--- config.mk ---
export PLATFORM = sky130hd
export DESIGN_NAME = seq_alu
export DESIGN_NICKNAME = d
export VERILOG_FILES = /design/src/rtl/seq_alu_pkg.sv /design/src/rtl/seq_alu_mul_iter.sv /design/src/rtl/seq_alu.sv
export SDC_FILE = /design/constraint.sdc
export NUM_CORES = 1
export LEC_CHECK = 0
export ABC_AREA = 1
export CORE_AREA = 3 3 151 153
export DETAILED_ROUTE_END_ITERATION = 10
export DIE_AREA = 0 0 154 156
export PLACE_DENSITY = 0.76
export SYNTH_ARGS = -nofsm -noshare
export SYNTH_HDL_FRONTEND = slang
export SYNTH_SLANG_ARGS = --single-unit
--- constraint.sdc ---
create_clock -name clk -period 5.17 [get_ports clk]
set_input_delay 1.034 -clock clk [delete_from_list [all_inputs] [get_ports clk]]
set_output_delay 1.034 -clock clk [all_outputs]
set_load 0.005 [all_outputs]
--- src/rtl/seq_alu_pkg.sv ---
// seq_alu_pkg: opcode and state encodings shared by the sequential ALU and its multiplier.
// Revision: 1.0
`default_nettype none

package seq_alu_pkg;

   typedef enum logic [2:0] {
      OP_ADD = 3'd0,
      OP_SUB = 3'd1,
      OP_AND = 3'd2,
      OP_OR  = 3'd3,
      OP_XOR = 3'd4,
      OP_SHL = 3'd5,
      OP_SHR = 3'd6,
      OP_MUL = 3'd7
   } op_e;

   typedef enum logic [1:0] {
      S_IDLE = 2'd0,
      S_MUL  = 2'd1,
      S_DONE = 2'd2
   } state_e;

   // Two's-complement overflow from the operand and result sign bits.
   function automatic logic signed_ovf(input logic sa, input logic sb, input logic sr,
                                       input logic is_sub);
      if (is_sub) return (sa != sb) && (sr != sa);
      return (sa == sb) && (sr != sa);
   endfunction

endpackage

`default_nettype wire

--- src/rtl/seq_alu_mul_iter.sv ---
// seq_alu_mul_iter: iterative shift-add multiplier, one multiplier bit per clock, LSB first.
// Revision: 1.0
`default_nettype none

module seq_alu_mul_iter #(
   parameter int WIDTH = 16
) (
   input  logic               clk,
   input  logic               rstN,
   input  logic               start,
   input  logic [WIDTH-1:0]   a,
   input  logic [WIDTH-1:0]   b,
   output logic               done,
   output logic [2*WIDTH-1:0] product
);
   localparam int CW = $clog2(WIDTH);

   logic [2*WIDTH-1:0] mcand_q;
   logic [2*WIDTH-1:0] acc_q;
   logic [2*WIDTH-1:0] acc_d;
   logic [WIDTH-1:0]   mplier_q;
   logic [CW-1:0]      cnt_q;
   logic               busy_q;

   // The final partial sum is presented combinationally so the caller can register it
   // on the same edge that consumes the last multiplier bit.
   assign acc_d   = acc_q + (mplier_q[0] ? mcand_q : '0);
   assign done    = busy_q && (cnt_q == CW'(WIDTH - 1));
   assign product = acc_d;

   always_ff @(posedge clk or negedge rstN) begin
      if (!rstN) begin
         mcand_q  <= '0;
         acc_q    <= '0;
         mplier_q <= '0;
         cnt_q    <= '0;
         busy_q   <= 1'b0;
      end else if (start) begin
         mcand_q  <= {{WIDTH{1'b0}}, a};
         acc_q    <= '0;
         mplier_q <= b;
         cnt_q    <= '0;
         busy_q   <= 1'b1;
      end else if (busy_q) begin
         acc_q    <= acc_d;
         mcand_q  <= mcand_q << 1;
         mplier_q <= mplier_q >> 1;
         cnt_q    <= cnt_q + 1'b1;
         if (done) busy_q <= 1'b0;
      end
   end

endmodule

`default_nettype wire

--- src/rtl/seq_alu.sv ---
// seq_alu: registered ALU with valid/ready handshake; single-cycle logic ops and an
// optional iterative multiply that stalls the input side while it runs. Revision: 1.0
`default_nettype none

module seq_alu
   import seq_alu_pkg::*;
#(
   parameter int WIDTH      = 16,
   parameter bit MUL_ENABLE = 1'b1
) (
   input  logic             clk,
   input  logic             rstN,
   input  logic             inValid,
   output logic             inReady,
   input  logic [WIDTH-1:0] rdDataA,
   input  logic [WIDTH-1:0] rdDataB,
   input  logic [2:0]       opSelect,
   output logic             outValid,
   input  logic             outReady,
   output logic [WIDTH-1:0] outData,
   output logic             flagZ,
   output logic             flagN,
   output logic             flagC,
   output logic             flagV,
   output logic             errIllegal
);
   localparam int SHW = $clog2(WIDTH);

   state_e             state_q, state_d;
   logic [WIDTH-1:0]   data_q, data_d;
   logic               z_q, z_d, n_q, n_d, c_q, c_d, v_q, v_d, err_q, err_d;
   logic               accept, mul_start, mul_done;
   logic [2*WIDTH-1:0] mul_prod;
   logic [WIDTH-1:0]   alu_res;
   logic [WIDTH:0]     ext;
   logic               alu_c, alu_v, alu_err;
   op_e                op;

   assign op         = op_e'(opSelect);
   assign inReady    = (state_q == S_IDLE) || ((state_q == S_DONE) && outReady);
   assign accept     = inValid && inReady;
   assign outValid   = (state_q == S_DONE);
   assign outData    = data_q;
   assign flagZ      = z_q;
   assign flagN      = n_q;
   assign flagC      = c_q;
   assign flagV      = v_q;
   assign errIllegal = err_q;

   always_comb begin
      ext     = '0;
      alu_res = '0;
      alu_c   = 1'b0;
      alu_v   = 1'b0;
      alu_err = 1'b0;
      case (op)
         OP_ADD: begin
            ext     = {1'b0, rdDataA} + {1'b0, rdDataB};
            alu_res = ext[WIDTH-1:0];
            alu_c   = ext[WIDTH];
            alu_v   = signed_ovf(rdDataA[WIDTH-1], rdDataB[WIDTH-1], ext[WIDTH-1], 1'b0);
         end
         OP_SUB: begin
            ext     = {1'b0, rdDataA} - {1'b0, rdDataB};
            alu_res = ext[WIDTH-1:0];
            alu_c   = ext[WIDTH];
            alu_v   = signed_ovf(rdDataA[WIDTH-1], rdDataB[WIDTH-1], ext[WIDTH-1], 1'b1);
         end
         OP_AND: alu_res = rdDataA & rdDataB;
         OP_OR:  alu_res = rdDataA | rdDataB;
         OP_XOR: alu_res = rdDataA ^ rdDataB;
         OP_SHL: alu_res = rdDataA << rdDataB[SHW-1:0];
         OP_SHR: alu_res = rdDataA >> rdDataB[SHW-1:0];
         // Only reaches the result path when no multiplier is built.
         OP_MUL: alu_err = !MUL_ENABLE;
      endcase
   end

   always_comb begin
      state_d   = state_q;
      data_d    = data_q;
      z_d       = z_q;
      n_d       = n_q;
      c_d       = c_q;
      v_d       = v_q;
      err_d     = err_q;
      mul_start = 1'b0;
      unique case (state_q)
         S_MUL: if (mul_done) begin
            state_d = S_DONE;
            data_d  = mul_prod[WIDTH-1:0];
            z_d     = (mul_prod[WIDTH-1:0] == '0);
            n_d     = mul_prod[WIDTH-1];
            c_d     = |mul_prod[2*WIDTH-1:WIDTH];
            v_d     = 1'b0;
         end
         S_DONE: if (outReady) state_d = S_IDLE;
         default: ;
      endcase
      if (accept) begin
         err_d = alu_err;
         if ((op == OP_MUL) && MUL_ENABLE) begin
            state_d   = S_MUL;
            mul_start = 1'b1;
         end else begin
            state_d = S_DONE;
            data_d  = alu_res;
            z_d     = (alu_res == '0);
            n_d     = alu_res[WIDTH-1];
            c_d     = alu_c;
            v_d     = alu_v;
         end
      end
   end

   always_ff @(posedge clk or negedge rstN) begin
      if (!rstN) begin
         state_q <= S_IDLE;
         data_q  <= '0;
         z_q     <= 1'b0;
         n_q     <= 1'b0;
         c_q     <= 1'b0;
         v_q     <= 1'b0;
         err_q   <= 1'b0;
      end else begin
         state_q <= state_d;
         data_q  <= data_d;
         z_q     <= z_d;
         n_q     <= n_d;
         c_q     <= c_d;
         v_q     <= v_d;
         err_q   <= err_d;
      end
   end

   generate
      if (MUL_ENABLE) begin : g_mul
         seq_alu_mul_iter #(.WIDTH(WIDTH)) u_mul (
            .clk     (clk),
            .rstN    (rstN),
            .start   (mul_start),
            .a       (rdDataA),
            .b       (rdDataB),
            .done    (mul_done),
            .product (mul_prod)
         );
      end else begin : g_no_mul
         logic unused_mul_start;
         assign unused_mul_start = mul_start;
         assign mul_done         = 1'b0;
         assign mul_prod         = '0;
      end
   endgenerate

endmodule

`default_nettype wire

Word level (Yosys, flattened, before mapping)
Cells that the tools add are included.
{"block": "classes", "add_sub_neg": 4, "n_eq_ne": 16, "shifts": 2, "muxes": 44, "bitwise_logic": 3, "n_reduce_logical": 15}
{"op": "$mux 32", "count": 5}
{"op": "$pmux 16 s7", "count": 1}
{"op": "$mux 16", "count": 6}
{"op": "$add 32x32->32", "count": 1}
{"op": "$logic_not 16->1", "count": 2}
{"op": "$mux 1", "count": 23}
{"op": "$add 16x16->17", "count": 1}
{"op": "$sub 16x16->17", "count": 1}
{"op": "$and 16x16->16", "count": 1}
{"op": "$or 16x16->16", "count": 1}
{"op": "$reduce_or 16->1", "count": 1}
{"op": "$shl 16x4->16", "count": 1}
{"op": "$shr 16x4->16", "count": 1}
{"op": "$xor 16x16->16", "count": 1}
{"op": "$eq 3x3->1 const B", "count": 4}
{"op": "$mux 2", "count": 4}
{"op": "$mux 4", "count": 2}
{"op": "$eq 3x2->1 const B", "count": 2}
{"op": "$logic_and 1x1->1", "count": 6}
{"op": "$add 4x1->4 const B", "count": 1}
{"op": "$eq 4x4->1 const B", "count": 1}
{"op": "$pmux 1 s2", "count": 2}
{"op": "$pmux 2 s2", "count": 1}
{"op": "$eq 3x1->1 const B", "count": 1}
{"op": "other kinds (12)", "count": 14}
{"block": "word_totals", "regBits": 107, "input_bits": 39, "output_inout_bits": 23, "word_cells": 95}

Logic depth before layout (Yosys ltp)
Gate-level depths: netlist of the first run.
{"block": "depth", "depth_word": 7, "mapped_depth": 22, "mapped_depth_nobuf": 20}

Modules after synthesis
From an unflattened synthesis of the first run, not the netlist that was laid out.
{"block": "unflattened", "cells_unflattened": 1929, "area_unflattened_um2": 11418.5}
{"mod": "seq_alu_mul_iter", "instances": 1, "cells_each": 911, "area_per_inst_um2": 6045.8, "seq_area_each_um2": 2127.0}
{"mod": "seq_alu", "instances": 1, "cells_each": 1018, "area_per_inst_um2": 5372.7, "seq_area_each_um2": 550.5}

Worst setup path before layout of the first run
Ideal clock, no wire load.
{"block": "synth_timing", "path_type": "input port to flip-flop", "from": "input port rdDataB[2]", "to": "register z_q, in the netlist flagZ", "arrival_time_ns": 3.098, "t_required_ns": 5.105, "path_slack_ns": 2.006, "path_stages": 18, "n_path_buf": 3, "cell_sequence": "buf_2 > inv_2 > clkbuf_1 > ha_1 > buf_2 > nor2_1 > nand2_1 > nand3_1 > nand3_1 > nand3_1 > nand2_1 > nand2_1 > nor2_1 > nor2_1 > nand3_1 > nor2_1 > nand4_1 > nand2_1"}
{"block": "synth_between", "elab_chain_len": 5, "elab_cells_between_ends": 11, "classes_between": "2 x add/sub; 2 x shift; 3 x mux; 3 x bitwise; 1 x reduce/logical"}
{"item": "start, declared", "line_no": "seq_alu.sv:16", "source": "input logic [WIDTH-1:0] rdDataB,"}
{"item": "$sub 16x16->17, or another cell as far along", "line_no": "seq_alu.sv:64", "source": "ext = {1'b0, rdDataA} - {1'b0, rdDataB};"}
{"item": "$pmux 16 s7 (*)", "line_no": "seq_alu.sv:56", "source": "case (op)"}
{"item": "$logic_not 16->1 (*)", "line_no": "seq_alu.sv:108", "source": "z_d = (alu_res == '0);"}
{"item": "$mux 1 (*)", "line_no": "seq_alu.sv:102", "source": "if ((op == OP_MUL) && MUL_ENABLE) begin"}
{"item": "$mux 1 (*)", "line_no": "seq_alu.sv:100", "source": "if (accept) begin"}
{"item": "via z_d", "line_no": "seq_alu.sv:31", "source": "logic z_q, z_d, n_q, n_d, c_q, c_d, v_q, v_d, err_q, err_d;"}
{"item": "end signal, assigned", "line_no": "seq_alu.sv:128", "source": "z_q <= z_d;"}
{"item": "end, declared", "line_no": "seq_alu.sv:31"}
The timed path passes the listed nets; every way through them passes the cells marked *.
A chain may end at the register's enable or synchronous reset.

Final worst setup path of the first run
{"block": "layout_timing", "from": "input port rdDataB[0]", "to": "register z_q, in the netlist flagZ"}
The elaborated chain is that of the path after synthesis.

==> flow_summary.toml, run 1 <==
[floorplan]
start_util = 0.496
die-area_um2 = 24000
io_pins = 62
die_h_um = 156
rows = 54
die_width_um = 154
core_area_um2 = 21700

[place]
dpl.cell_count = 2021
dp_hpwl_mm = 29.4
place.gp.congestion = 1.01
io_buffers = 60
post-place-ws_ns = 1.13

[sta]
worst_slack_ns = 1.41
finClkSkew_ns = 0.00896
min_period_ns = 3.76
hold_viol_final = 0
hold_ws_ns = 0.493
min_period_over_period = 0.727
slew_viol_final = 0
grt_setup_unrepaired = "false"
maxSlewHeadroom = 0.332
worst_pin_slew_ns = 1.00
setup_viol_count_final = 0
fin_tns_setup_ns = 0
max_freq_ghz = 0.266

[worst_setup_path]
slowest_stage = "clkdlybuf4s50_1"
worstPathRequired_ns = 5.46
r2r_setup_slack_ns = 1.97
crit_top_cell = "nand2_1"
cpPeakStageDelay_ns = 0.45
cp-start-kind = "primary input"
path_cells = "clkdlybuf4s50_1, buf_4, ha_1, inv_1, fa_1, inv_1, nand3_1, nand2_1, nand2_1, nand2_1, nand2_1, nand2_1, a21boi_1, nor2_1, nor2_1, nor2_1, nand4_1, nand2_1"
cp_num_cells = 18
cp-endpoint = "flagZ"
rr_startpoint = "g_mul.u_mul.mplier_q[0]"
crit_type = "in2reg"
cp-end-kind = "register"
crit_family = "simple AND/OR/NAND/NOR gates"
cp.buffers_inverters = 4
reg2reg_depth = 21
cp-startpoint = "rdDataB[0]"
path_max_fanout = 19
arrival_ns = 4.05
r2r_end = "flagC"

[global_route]
grt_max_degree = 74
overflow = 0
grt_pass1_wl_mm = 59.5
antenna_found_initial = 0
grt_pass1_vias = 10900
gr-usage-all-layers = 0.309

[power]
power_frac_clock = 0.179
leakagePower_uw = 0.00628
power_frac_comb = 0.477
switchingPower_uw = 1820
pwr-share-seq = 0.343
vdd_drop_max_uv = 253
power.density_nw_per_um2 = 341
internal_power_uw = 2210
power.share.switching = 0.452

[clock_network]
cts_max_level = 3
clk_pin_slew_ns = 0.09
clk_latency_ns = 0.35
postCtsSetupBuffers = 0
cts_tree = "yes"
cts_resized = 0
cts_buffers = 9
clock_path_buffers = 2
clock_sinks = 107
cts-root-buf = "clkbuf_16"
cts_hold_buf = 0

[synth]
ys_seq_area_frac = 0.249
synth_cell_type_count = 43
yosysWarnings = 0
syn_nets = 1855
synth_ff_type = "dfrtp_1"
mappedNetlistArea_um2 = 10700
syn_inst = 1729
synth_seq_cells = 107
syn_avg_cell_area_um2 = 6.22
synth_edf_count = 0
synthArstFlopShare = 1.00

[detailed_routing]
postRouteAntennaNets = 0
drtIter0Drc = 1306
vias_per_cell = 5.76
drc = 0
routedWlPerCell_um = 18.6
via_count = 11700
first_pass_iters = 6
wl_mm = 37.9

[cells_and_area]
syn2layout_area_growth_pct = 9.83
drive_gt1_frac = 0.0347
layout_commonest_cell = "nand2_1"
fin_cells = 2037
final_cell_mix = "nand2_1 (527), inv_1 (234), nand3_1 (194)"
antenna-diode-count = 0
nets = 1878
utilization = 0.544

[flow_run]
maxCapViolCount = 0

[status]
status = "complete, no violations"

[worst_hold_path]
hold_class = "reg2reg"
hold_depth = 2
==> how the worst min path moves through the flow <==
stage | slack, ns | start | end
2_1_floorplan | 0.45 | g_mul.u_mul.mcand_q[31] | g_mul.u_mul.mcand_q[31]
3_3_place_gp | 0.47 | g_mul.u_mul.acc_q[16] | g_mul.u_mul.acc_q[16]
3_5_place_dp | 0.48 | g_mul.u_mul.acc_q[16] | g_mul.u_mul.acc_q[16]
4_1_cts | 0.50 | g_mul.u_mul.mcand_q[31] | g_mul.u_mul.mcand_q[31]
5_1_grt | 0.51 | g_mul.u_mul.acc_q[16] | g_mul.u_mul.acc_q[16]
6_report | 0.49 | g_mul.u_mul.mplier_q[13] | g_mul.u_mul.mplier_q[12]
==> registers in the layout, summed over array words and instances (netlist names) <==
name,count
g_mul.u_mul.cnt_q,4
flagV,1
g_mul.u_mul.acc_q,32
flagN,1
flagZ,1
g_mul.u_mul.mplier_q,16
outData,16
flagC,1
g_mul.u_mul.busy_q,1
g_mul.u_mul.mcand_q,32
state_q,2
==> cell usage after synthesis, types with 2 or more instances <==
library cell / n / share of area
inv_2: 7 / 0.0024
a22o_1: 18 / 0.015
a21boi_0: 2 / 0.0014
nand3_1: 194 / 0.090
clkbuf_2: 2 / 0.00093
nor3_1: 17 / 0.0079
and2_1: 4 / 0.0023
xnor2_1: 10 / 0.0081
nand3b_1: 5 / 0.0035
ha_1: 84 / 0.098
nand4_1: 25 / 0.015
a31oi_1: 3 / 0.0017
o22ai_1: 25 / 0.015
a21oi_1: 71 / 0.033
o221ai_1: 16 / 0.013
nand2_2: 5 / 0.0029
clkbuf_1: 29 / 0.010
xor2_1: 10 / 0.0081
dfrtp_1: 107 / 0.25
buf_2: 24 / 0.011
a21o_1: 2 / 0.0014
buf_4: 5 / 0.0035
nand2_1: 527 / 0.18
o21ai_0: 81 / 0.038
buf_6: 3 / 0.0031
a211oi_1: 2 / 0.0014
o211ai_1: 20 / 0.014
or2_2: 9 / 0.0052
o21bai_1: 7 / 0.0049
nor2_1: 160 / 0.056
a22oi_1: 7 / 0.0049
fa_1: 3 / 0.0056
inv_1: 234 / 0.082
nor3_2: 2 / 0.0019
==> worst register-to-register path, cell delays in order (launching register included) <==
cell and delay, ns:
dfrtp_1 0.39, buf_4 0.25, nand2_1 0.13, inv_1 0.04, ha_1 0.24, fa_1 0.51, nand3_1 0.12, nand2_1 0.16
nand2_1 0.11, nand2_1 0.15, nand2_1 0.10, nand2_1 0.09, nand2_1 0.13, nand2_1 0.07, nand2_1 0.06, nand2_1 0.07
nor2_1 0.11, nand2_1 0.05, nor2_1 0.14, nand2_1 0.08, nand2_1 0.07, nand2_1 0.05
==> per-layer routing <==
layer | vias to the layer above | routed length [µm] | GRT usage
li1 | 5667 | - | -
met1 | 5453 | 16700 | 0.443
met2 | 541 | 17000 | 0.501
met3 | 76 | 3090 | 0.0266
met4 | 0 | 1070 | 0.0887
met5 | - | 0 | 0
==> logic make-up (layout without fill, tap and decap cells) <==
kind of cell | count (synthesis) | count (layout) | share of synthesized area
flip-flops | 107 | 107 | 0.249
other | 1 | 1 | 0.000349
AND/OR/NAND/NOR | 952 | 952 | 0.373
buffers and inverters | 306 | 334 | 0.114
adder cells (fa/ha/maj) | 87 | 87 | 0.103
XOR/XNOR | 20 | 20 | 0.0163
AO/OA/AOI/OAI | 256 | 256 | 0.144
==> power groups by stage <==
stage               logic, µW  registers, µW  clock network, µW
floorplan                1260           1300                  0
global placement         1860           1380                  0
detailed placement       1890           1380                  0
CTS                      1900           1370                726
global route             2130           1410                753
finish                   1920           1380                722
==> per-stage QoR <==
stage               power [µW]  area (µm²)
detailed placement        3270       11500
global placement          3240       11500
floorplan                 2560       10700
CTS                       4000       11800
global route              4290       11800
finish                    4030       11800
==> final cells by class <==
type / instances / area, µm²
Tap cell: 280 / 350
Inverter: 243 / 915
Multi-Input combinational cell: 1316 / 6860
Sequential cell: 107 / 2680
Clock buffer: 10 / 239
Clock inverter: 6 / 56.3
Fill cell: 2168 / 9880
Timing Repair Buffer: 75 / 711
No activity file was read; power rests on OpenSTA's default activity.
==> run 2: changes to the inputs <==
clock period = 3.8 ns   (was 5.17 ns; I/O delays follow)
==> run 2 against run 1 <==
Register-to-register slack lost 1.2 ns. Routed wire length grew 4.7%. Cell count grew 1.2%. Clock skew grew 0.0061 ns. Via count is essentially flat. Total power grew 36%. Sequential power grew 36%. Global-route usage grew 1.8 points. Combinational power grew 39%. Critical endpoint unchanged.
==> flow_summary.toml, run 2 (synthesized netlist as in run 1, its figures left out) <==
[floorplan]
core_area_um2 = 21700
io_pins = 62
start_util = 0.496
rows = 54
die_width_um = 154
die_h_um = 156
die-area_um2 = 24000

[sta]
slew_viol_final = 0
min_period_ns = 3.40
setup_viol_count_final = 0
maxSlewHeadroom = 0.297
min_period_over_period = 0.896
worst_pin_slew_ns = 1.05
grt_setup_unrepaired = "false"
max_freq_ghz = 0.294
hold_viol_final = 0
fin_tns_setup_ns = 0
finClkSkew_ns = 0.0151

[clock_network]
cts-root-buf = "clkbuf_16"
cts_buffers = 9
clk_latency_ns = 0.37
cts_tree = "yes"
postCtsSetupBuffers = 0
clock_sinks = 107
cts_resized = 0
cts_hold_buf = 0
clock_path_buffers = 2
cts_max_level = 3
clk_pin_slew_ns = 0.08

[place]
dp_hpwl_mm = 31.9
place.gp.congestion = 1.02
io_buffers = 60
placed_area_um2 = 11700

[worst_hold_path]
hold_class = "in2async"

[flow_run]
maxCapViolCount = 0

[worst_setup_path]
cp-end-kind = "register"
rr_startpoint = "g_mul.u_mul.mplier_q[0]"
path_max_fanout = 10
crit_type = "in2reg"
arrival_ns = 3.71
cp-start-kind = "primary input"
reg2reg_depth = 19
r2r_end = "flagC"
worstPathRequired_ns = 4.11
r2r_setup_slack_ns = 0.74

[cells_and_area]
final_cell_mix = "nand2_1 (527), inv_1 (234), nand3_1 (194)"
n_fill_cell = 2214
syn2layout_area_growth_pct = 11.6
nets = 1902
final_area_um2 = 12000
layout_commonest_cell = "nand2_1"
reg_top3 = "g_mul.u_mul.acc_q x32, g_mul.u_mul.mcand_q x32"
final-seq-area_um2 = 2680
antenna-diode-count = 0
drive_gt1_frac = 0.0472
multi_input_area_um2 = 6860

[global_route]
overflow = 0
grt_max_degree = 108
grt_pass1_vias = 11200
gr-usage-all-layers = 0.327
grt_pass1_wl_mm = 61.8
antenna_found_initial = 0

[detailed_routing]
drc = 0
postRouteAntennaNets = 0
vias_per_cell = 5.70
via_count = 11700
routedWlPerCell_um = 19.2
wl_mm = 39.7
first_pass_iters = 5
drtIter0Drc = 928

[power]
power_frac_clock = 0.173
vdd_drop_max_uv = 375
power_frac_comb = 0.486
pwr-share-seq = 0.340
internal_power_uw = 3020
power.density_nw_per_um2 = 458
switchingPower_uw = 2470
power.share.switching = 0.450
leakagePower_uw = 0.00640

[status]
status = "complete, no violations"
run 2: through the flow:
stage          hold slack (ns)  setup WS [ns]   util  total power [µW]  std cells
2_1_floorplan            0.453          0.910      -              3490       1729
3_3_place_gp             0.469         0.0324  0.540              4470       2045
3_5_place_dp             0.474         0.0824  0.540              4510       2045
4_1_cts                  0.482          0.450  0.553              5460       2061
5_1_grt                  0.497          0.193  0.553              5880       2061
6_report                 0.434          0.396  0.553              5490       2061
run 2: how the worst max path moves through the flow:
stage                           from     to  slack, ns
after floorplan           rdDataB[2]  flagZ       0.91
after global placement    rdDataA[4]  flagZ       0.03
after detailed placement  rdDataB[3]  flagZ       0.08
after CTS                 rdDataB[3]  flagZ       0.45
after global routing      rdDataB[3]  flagZ       0.19
final                     rdDataA[4]  flagZ       0.40
run 2: metal layers:
metal / GRT usage / vias up / share of wire
li1: - / 5716 / -
met1: 0.434 / 5521 / 0.43
met2: 0.555 / 421 / 0.47
met3: 0.0347 / 85 / 0.056
met4: 0.115 / 0 / 0.037
met5: 0 / - / 0
run 2: final cells by class:
| class | count | share of cell area |
|---|---|---|
| Multi-Input combinational cell | 1316 | 0.571 |
| Timing Repair Buffer | 99 | 0.0763 |
| Inverter | 243 | 0.0762 |
| Tap cell | 280 | 0.0292 |
| Clock buffer | 10 | 0.0191 |
| Sequential cell | 107 | 0.223 |
| Clock inverter | 6 | 0.00459 |
run 2: power groups by stage:
stage | registers (µW) | clock network, µW | logic, µW
after floorplan | 1780 | 0 | 1710
after global placement | 1870 | 0 | 2600
after detailed placement | 1880 | 0 | 2630
after CTS | 1860 | 964 | 2640
after global routing | 1910 | 1010 | 2960
final | 1870 | 953 | 2670
run 2: worst max-delay path, cell delays in order:
cell and delay [ns]:
clkdlybuf4s50_1 0.54, inv_1 0.12, ha_1 0.46, nor2_1 0.36, nand3_1 0.16, nand3_1 0.25
nand2_1 0.10, nand3_1 0.11, nand2_1 0.06, nand2_1 0.05, nor2_1 0.04, nor2_1 0.28
nand3_1 0.12, nor2_1 0.12, nand4_1 0.09, nand2_1 0.08
